## src/rtl/mem_route_demux_if.sv

```systemverilog
// Host-side request bus, SRAM strobes and MMIO register outputs for mem_route_demux.
// The slave modport is the demux's view and the master modport is the requester's view.
interface mem_route_demux_if;
    localparam int unsigned DW = 16;

    logic          req;
    logic          we;
    logic [DW-1:0] addr;
    logic [DW-1:0] wdata;
    logic [DW-1:0] mem_rdata;
    logic [DW-1:0] mem_addr;
    logic [DW-1:0] mem_wdata;
    logic          mem_we;
    logic          mem_oe;
    logic [DW-1:0] rdata;
    logic          busy;
    logic          done;
    logic [DW-1:0] led_reg;
    logic [DW-1:0] hex_reg;

    modport slave (
        input  req, we, addr, wdata, mem_rdata,
        output mem_addr, mem_wdata, mem_we, mem_oe, rdata, busy, done, led_reg, hex_reg
    );

    modport master (
        output req, we, addr, wdata, mem_rdata,
        input  mem_addr, mem_wdata, mem_we, mem_oe, rdata, busy, done, led_reg, hex_reg
    );
endinterface

```

## src/rtl/mem_route_demux.sv

```systemverilog
// Routes single host transactions either to an SRAM with a fixed access time
// or to a small MMIO register block at the top of the address map.
module mem_route_demux #(
    parameter int unsigned WAIT_CYCLES = 2
) (
    input logic               Clk,
    input logic               Reset,
    mem_route_demux_if.slave  bus
);
    localparam int unsigned DW    = 16;
    localparam int unsigned CNT_W = 4;
    localparam logic [CNT_W-1:0] CNT_LOAD = CNT_W'(WAIT_CYCLES - 1);

    localparam logic [DW-1:0] ADDR_LED   = 16'hFFFF;
    localparam logic [DW-1:0] ADDR_HEX   = 16'hFFFE;
    localparam logic [DW-1:0] ADDR_WRCNT = 16'hFFFD;

    typedef enum logic [1:0] {
        IDLE     = 2'd0,
        MEM_WAIT = 2'd1,
        DONE     = 2'd2
    } state_t;

    state_t           state;
    logic [CNT_W-1:0] wait_cnt;
    logic [DW-1:0]    write_count;

    logic             is_mmio_c;
    logic [DW-1:0]    mmio_rdata_c;

    // The MMIO window is 0xFE00..0xFFFF, i.e. the top seven address bits all set.
    always_comb begin
        is_mmio_c    = (bus.addr[DW-1:9] == 7'h7F);
        mmio_rdata_c = '0;
        case (bus.addr)
            ADDR_LED:   mmio_rdata_c = bus.led_reg;
            ADDR_HEX:   mmio_rdata_c = bus.hex_reg;
            ADDR_WRCNT: mmio_rdata_c = write_count;
            default:    mmio_rdata_c = '0;
        endcase
    end

    always_ff @(posedge Clk) begin
        if (Reset) begin
            state         <= IDLE;
            wait_cnt      <= '0;
            write_count   <= '0;
            bus.busy      <= 1'b0;
            bus.done      <= 1'b0;
            bus.mem_we    <= 1'b0;
            bus.mem_oe    <= 1'b0;
            bus.rdata     <= '0;
            bus.mem_addr  <= '0;
            bus.mem_wdata <= '0;
            bus.led_reg   <= '0;
            bus.hex_reg   <= '0;
        end else begin
            case (state)
                IDLE: begin
                    if (bus.req) begin
                        bus.busy <= 1'b1;
                        if (is_mmio_c) begin
                            state    <= DONE;
                            bus.done <= 1'b1;
                            if (bus.we) begin
                                if (bus.addr == ADDR_LED) begin
                                    bus.led_reg <= bus.wdata;
                                end else if (bus.addr == ADDR_HEX) begin
                                    bus.hex_reg <= bus.wdata;
                                end
                            end else begin
                                bus.rdata <= mmio_rdata_c;
                            end
                        end else begin
                            state         <= MEM_WAIT;
                            wait_cnt      <= CNT_LOAD;
                            bus.mem_addr  <= bus.addr;
                            bus.mem_wdata <= bus.wdata;
                            bus.mem_we    <= bus.we;
                            bus.mem_oe    <= !bus.we;
                        end
                    end
                end

                // mem_we holds the latched direction for the whole access.
                MEM_WAIT: begin
                    if (wait_cnt == '0) begin
                        state      <= DONE;
                        bus.done   <= 1'b1;
                        bus.mem_we <= 1'b0;
                        bus.mem_oe <= 1'b0;
                        if (bus.mem_we) begin
                            write_count <= write_count + 16'd1;
                        end else begin
                            bus.rdata <= bus.mem_rdata;
                        end
                    end else begin
                        wait_cnt <= wait_cnt - CNT_W'(1);
                    end
                end

                DONE: begin
                    state    <= IDLE;
                    bus.done <= 1'b0;
                    bus.busy <= 1'b0;
                end

                default: begin
                    state    <= IDLE;
                    bus.done <= 1'b0;
                    bus.busy <= 1'b0;
                end
            endcase
        end
    end
endmodule

```

## src/flat_wrapper.sv

```systemverilog
// flat-port wrapper written by rule: the top's interface ports become plain ports
module mem_route_demux_flat 
#(
    parameter int unsigned WAIT_CYCLES = 2
)
  (Clk, Reset, bus_req, bus_we, bus_addr, bus_wdata, bus_mem_rdata, bus_mem_addr, bus_mem_wdata, bus_mem_we, bus_mem_oe, bus_rdata, bus_busy, bus_done, bus_led_reg, bus_hex_reg);
  mem_route_demux_if bus_i ();
  input logic Clk;
  input logic Reset;
  input wire logic [$bits(bus_i.req)-1:0] bus_req;
  input wire logic [$bits(bus_i.we)-1:0] bus_we;
  input wire logic [$bits(bus_i.addr)-1:0] bus_addr;
  input wire logic [$bits(bus_i.wdata)-1:0] bus_wdata;
  input wire logic [$bits(bus_i.mem_rdata)-1:0] bus_mem_rdata;
  output wire logic [$bits(bus_i.mem_addr)-1:0] bus_mem_addr;
  output wire logic [$bits(bus_i.mem_wdata)-1:0] bus_mem_wdata;
  output wire logic [$bits(bus_i.mem_we)-1:0] bus_mem_we;
  output wire logic [$bits(bus_i.mem_oe)-1:0] bus_mem_oe;
  output wire logic [$bits(bus_i.rdata)-1:0] bus_rdata;
  output wire logic [$bits(bus_i.busy)-1:0] bus_busy;
  output wire logic [$bits(bus_i.done)-1:0] bus_done;
  output wire logic [$bits(bus_i.led_reg)-1:0] bus_led_reg;
  output wire logic [$bits(bus_i.hex_reg)-1:0] bus_hex_reg;
  assign bus_i.req = bus_req;
  assign bus_i.we = bus_we;
  assign bus_i.addr = bus_addr;
  assign bus_i.wdata = bus_wdata;
  assign bus_i.mem_rdata = bus_mem_rdata;
  assign bus_mem_addr = bus_i.mem_addr;
  assign bus_mem_wdata = bus_i.mem_wdata;
  assign bus_mem_we = bus_i.mem_we;
  assign bus_mem_oe = bus_i.mem_oe;
  assign bus_rdata = bus_i.rdata;
  assign bus_busy = bus_i.busy;
  assign bus_done = bus_i.done;
  assign bus_led_reg = bus_i.led_reg;
  assign bus_hex_reg = bus_i.hex_reg;
  mem_route_demux #(.WAIT_CYCLES(WAIT_CYCLES)) u_core (.Clk(Clk), .Reset(Reset), .bus(bus_i));
endmodule
```

## config.mk

```make
export PLATFORM = sky130hd
export DESIGN_NAME = mem_route_demux_flat
export DESIGN_NICKNAME = d
export VERILOG_FILES = /design/src/rtl/mem_route_demux_if.sv /design/src/rtl/mem_route_demux.sv /design/src/flat_wrapper.sv
export SDC_FILE = /design/constraint.sdc
export NUM_CORES = 1
export LEC_CHECK = 0
export BUFFER_PORTS_ARGS = -buffer_cell sky130_fd_sc_hd__buf_2
export CELL_PAD_IN_SITES_DETAIL_PLACEMENT = 0
export CELL_PAD_IN_SITES_GLOBAL_PLACEMENT = 1
export CORE_ASPECT_RATIO = 1.1
export CORE_MARGIN = 1.5
export CORE_UTILIZATION = 29
export DETAILED_ROUTE_END_ITERATION = 16
export PLACE_DENSITY_LB_ADDON = 0.1
export RECOVER_POWER = 100
export SYNTH_ARGS = -nofsm -noshare
export SYNTH_HDL_FRONTEND = slang
export SYNTH_SLANG_ARGS = --single-unit
```

## constraint.sdc

```tcl
create_clock -name Clk -period 3.1 [get_ports Clk]
set_input_delay 0.62 -clock Clk [delete_from_list [all_inputs] [get_ports Clk]]
set_output_delay 0.62 -clock Clk [all_outputs]
set_load 0.02 [all_outputs]
```

==> results.json <==
{
  "dp_hpwl_um": 10500,
  "cts_num_sinks": 106,
  "fin_area_sq_mm": 0.00597,
  "hold_buffers": 0,
  "avg_inst_size_synth_sq_um": 8.66,
  "timing.final.setup_violations": 0,
  "post_cts_setup_buffer_count": 0,
  "finalNetCount": 736,
  "antenna-diode-count": 0,
  "overall_global_routing_resource_usage_pct": 16.4,
  "clk_path_buf_depth": 2,
  "fill_cells": 1772,
  "fp-row-count": 49,
  "critical_path_peak_fanout": 16,
  "fin_setup_tns_ns": 0,
  "critical_path_arrival_ns": 2.72,
  "clock-root-buffer": "sky130_fd_sc_hd__clkbuf_16",
  "post-route-drc-count": 0,
  "required_ns": 3.37,
  "first_pass_grt_wire_length_um": 22800,
  "dpl_cell_area_sq_mm": 0.00574,
  "detail_route.wirelength_um": 14300,
  "route.antenna.remaining_nets": 0,
  "synth-seq-area-share_pct": 43.4,
  "grt_setup_unrepaired": "false",
  "first_global_vias": 4123,
  "die-area_sq_mm": 0.0177,
  "multi_input_comb_area_sq_mm": 0.00254,
  "max_slew.worst_pin.slew_ns": 0.760,
  "initial_core_util_pct": 29.8,
  "finalPower_mw": 3.23,
  "run_status": "complete, no violations",
  "worst_skew_pair.late_latency_ns": 0.35,
  "synth_edf_count": 0,
  "cp_cell_sequence": "clkbuf_1, nand4_1, nor4_1, and3_1, clkbuf_2, mux2i_1",
  "synth_nets": 620,
  "synth-async-reset-ratio_pct": 0,
  "startpoint_type": "input port",
  "grt.overflow.total": 0,
  "floorplan.io_pins": 136,
  "grt_max_degree": 86,
  "gr-usage-met3_pct": 3.31,
  "power.ir.vdd_worst_uv": 311,
  "layout.area.seq_sq_mm": 0.00212,
  "cts_tree": "built",
  "layout_min_cycle_time_ns": 2.45,
  "number_of_max_capacitance_violations_reported": 0,
  "cts.htree.levels": 3,
  "dominant_register_cell_in_the_synthesized_netlist": "sky130_fd_sc_hd__dfxtp_1",
  "cts_repair_resize_count": 0,
  "groute.layer.met2.usage_pct": 25.3,
  "critical_path.max_stage_delay_ns": 0.75,
  "yosysUniqueCellTypes": 42,
  "clkTransAtPathRegs_ns": 0.07,
  "tritoncts_buffers": 9,
  "antenna_found_initial": 0,
  "met1_usage_pct": 23.2,
  "placement.io_buffers": 135,
  "synthesized_netlist_cell_count": 565,
  "power.leakage_nw": 2.21,
  "place_congestion": 0.747,
  "layout.core_utilization_pct": 36.3,
  "power_density_mw_per_mm2": 541,
  "synthToLayoutAreaGrowth_pct": 22.0,
  "hold_class": "reg -> reg",
  "fmaxAchievable_mhz": 407,
  "top_usage_layer": "met2",
  "wl_per_cell_um": 16.1,
  "setup.worst_path.class": "in -> reg",
  "viasPerCell": 4.79,
  "worst_path_max_delay_cell": "sky130_fd_sc_hd__nor4_1",
  "timing.final.crit_share_pct": 79.2,
  "detail_route.first_pass.iterations": 4,
  "design.core.area_sq_mm": 0.0164,
  "path_buf_inv": 2,
  "drt-initial-drc-count": 248,
  "die-height_um": 139,
  "timing_hold_violations_final": 0,
  "synth-seq-cells": 106,
  "slew_headroom_pct": 48.9,
  "fraction_of_layout_cells_with_a_size_suffix_above_1_pct": 13.8,
  "critical_path.endpoint_type": "register",
  "finalHoldWorstSlack_ns": 0.457,
  "drv_slew": 0,
  "syn_area_sq_mm": 0.00489,
  "via_count": 4259,
  "timing.critical_path.max_delay_family": "simple AND/OR/NAND/NOR gates",
  "synth-warning-count": 0,
  "chipWidth_um": 127,
  "timing.clock.skew_ns": 0.00832
}
## area by class of cell
class | count | share of cell area (%)
sequential | 106 | 35.5
clock buffer | 11 | 4.07
tap | 204 | 4.28
clock inverter | 5 | 2.10
inverter | 7 | 0.440
multi-input combinational | 410 | 42.5
timing repair buffer | 147 | 11.0
## path summary, 6_finish.rpt
path,from,endpoint,slack (ns),cells after the start
setup / recovery,bus_addr[14],u_core.bus.led_reg[14],0.65,6
hold / removal,u_core.bus.mem_wdata[10],u_core.bus.mem_wdata[10],0.46,2
setup reg to reg,u_core.wait_cnt[0],u_core.bus.done,0.69,7
hold reg to reg,u_core.bus.mem_wdata[10],u_core.bus.mem_wdata[10],0.46,2
## stage by stage
stage	std cells	worst slack, ns
CTS	890	0.802
floorplan	565	0.991
global placement	874	0.594
finish	890	0.646
detailed placement	874	0.511
global route	890	0.452
## power breakdown
| part | total, mW | switching [mW] | internal [mW] | leakage (nW) |
|---|---|---|---|---|
| Clock | 1.41 | 0.515 | 0.893 | 0.180 |
| Sequential | 1.44 | 0.0294 | 1.41 | 0.861 |
| Combinational | 0.380 | 0.259 | 0.122 | 1.17 |
## placed cells by master (no fill, tap or decap), types with 4 or more instances in the layout
cell type	instances
sky130_fd_sc_hd__or3_1	6
sky130_fd_sc_hd__nor2_1	20
sky130_fd_sc_hd__nor3_1	11
sky130_fd_sc_hd__nand2b_1	51
sky130_fd_sc_hd__buf_4	7
sky130_fd_sc_hd__xnor2_1	7
sky130_fd_sc_hd__mux2i_1	32
sky130_fd_sc_hd__nand3_1	23
sky130_fd_sc_hd__clkbuf_1	89
sky130_fd_sc_hd__a21oi_1	41
sky130_fd_sc_hd__nor4_1	6
sky130_fd_sc_hd__nand4_1	5
sky130_fd_sc_hd__nor2b_1	21
sky130_fd_sc_hd__clkbuf_16	9
sky130_fd_sc_hd__dfxtp_1	106
sky130_fd_sc_hd__inv_1	7
sky130_fd_sc_hd__o211ai_1	14
sky130_fd_sc_hd__buf_2	49
sky130_fd_sc_hd__o21ai_0	23
sky130_fd_sc_hd__mux2_2	18
sky130_fd_sc_hd__nand2_1	85
sky130_fd_sc_hd__a22o_1	16
sky130_fd_sc_hd__bufinv_16	4
## logic make-up (layout without fill, tap and decap cells)
kind of cell               Yosys count  after routing  synth area share (%)
AOI/OAI and AO/OA                  106            106                  13.6
xor gates and xnor gates             9              9                  1.61
adders and majority gates            3              3                 0.767
buffers and inverters               49            170                  4.55
DFF                                106            106                  43.4
muxes                               51             51                  10.9
and+or+nand+nor                    241            241                  25.2
## layer usage
layer	wire length (um)	share of wire, %
met1	7080	49
met3	748	5.2
met2	6360	44
met4	141	0.98
met5	0	0
## cell usage after synthesis (14+ instances only)
library cell | instances | area share (%)
sky130_fd_sc_hd__a21oi_1 | 41 | 4.2
sky130_fd_sc_hd__a22o_1 | 16 | 2.9
sky130_fd_sc_hd__clkbuf_1 | 28 | 2.1
sky130_fd_sc_hd__dfxtp_1 | 106 | 43
sky130_fd_sc_hd__mux2_2 | 19 | 4.4
sky130_fd_sc_hd__mux2i_1 | 32 | 6.5
sky130_fd_sc_hd__nand2_1 | 85 | 6.5
sky130_fd_sc_hd__nand2b_1 | 51 | 6.5
sky130_fd_sc_hd__nand3_1 | 23 | 2.4
sky130_fd_sc_hd__nor2_1 | 20 | 1.5
sky130_fd_sc_hd__nor2b_1 | 21 | 2.7
sky130_fd_sc_hd__o211ai_1 | 14 | 2.1
sky130_fd_sc_hd__o21ai_0 | 22 | 2.3
## tightest hold or removal path, stage by stage, from the launching register on
cell and delay [ns]:
sky130_fd_sc_hd__dfxtp_1 0.31, sky130_fd_sc_hd__nand2_1 0.05, sky130_fd_sc_hd__a21oi_1 0.05
Power figures use the tool's default switching activity.
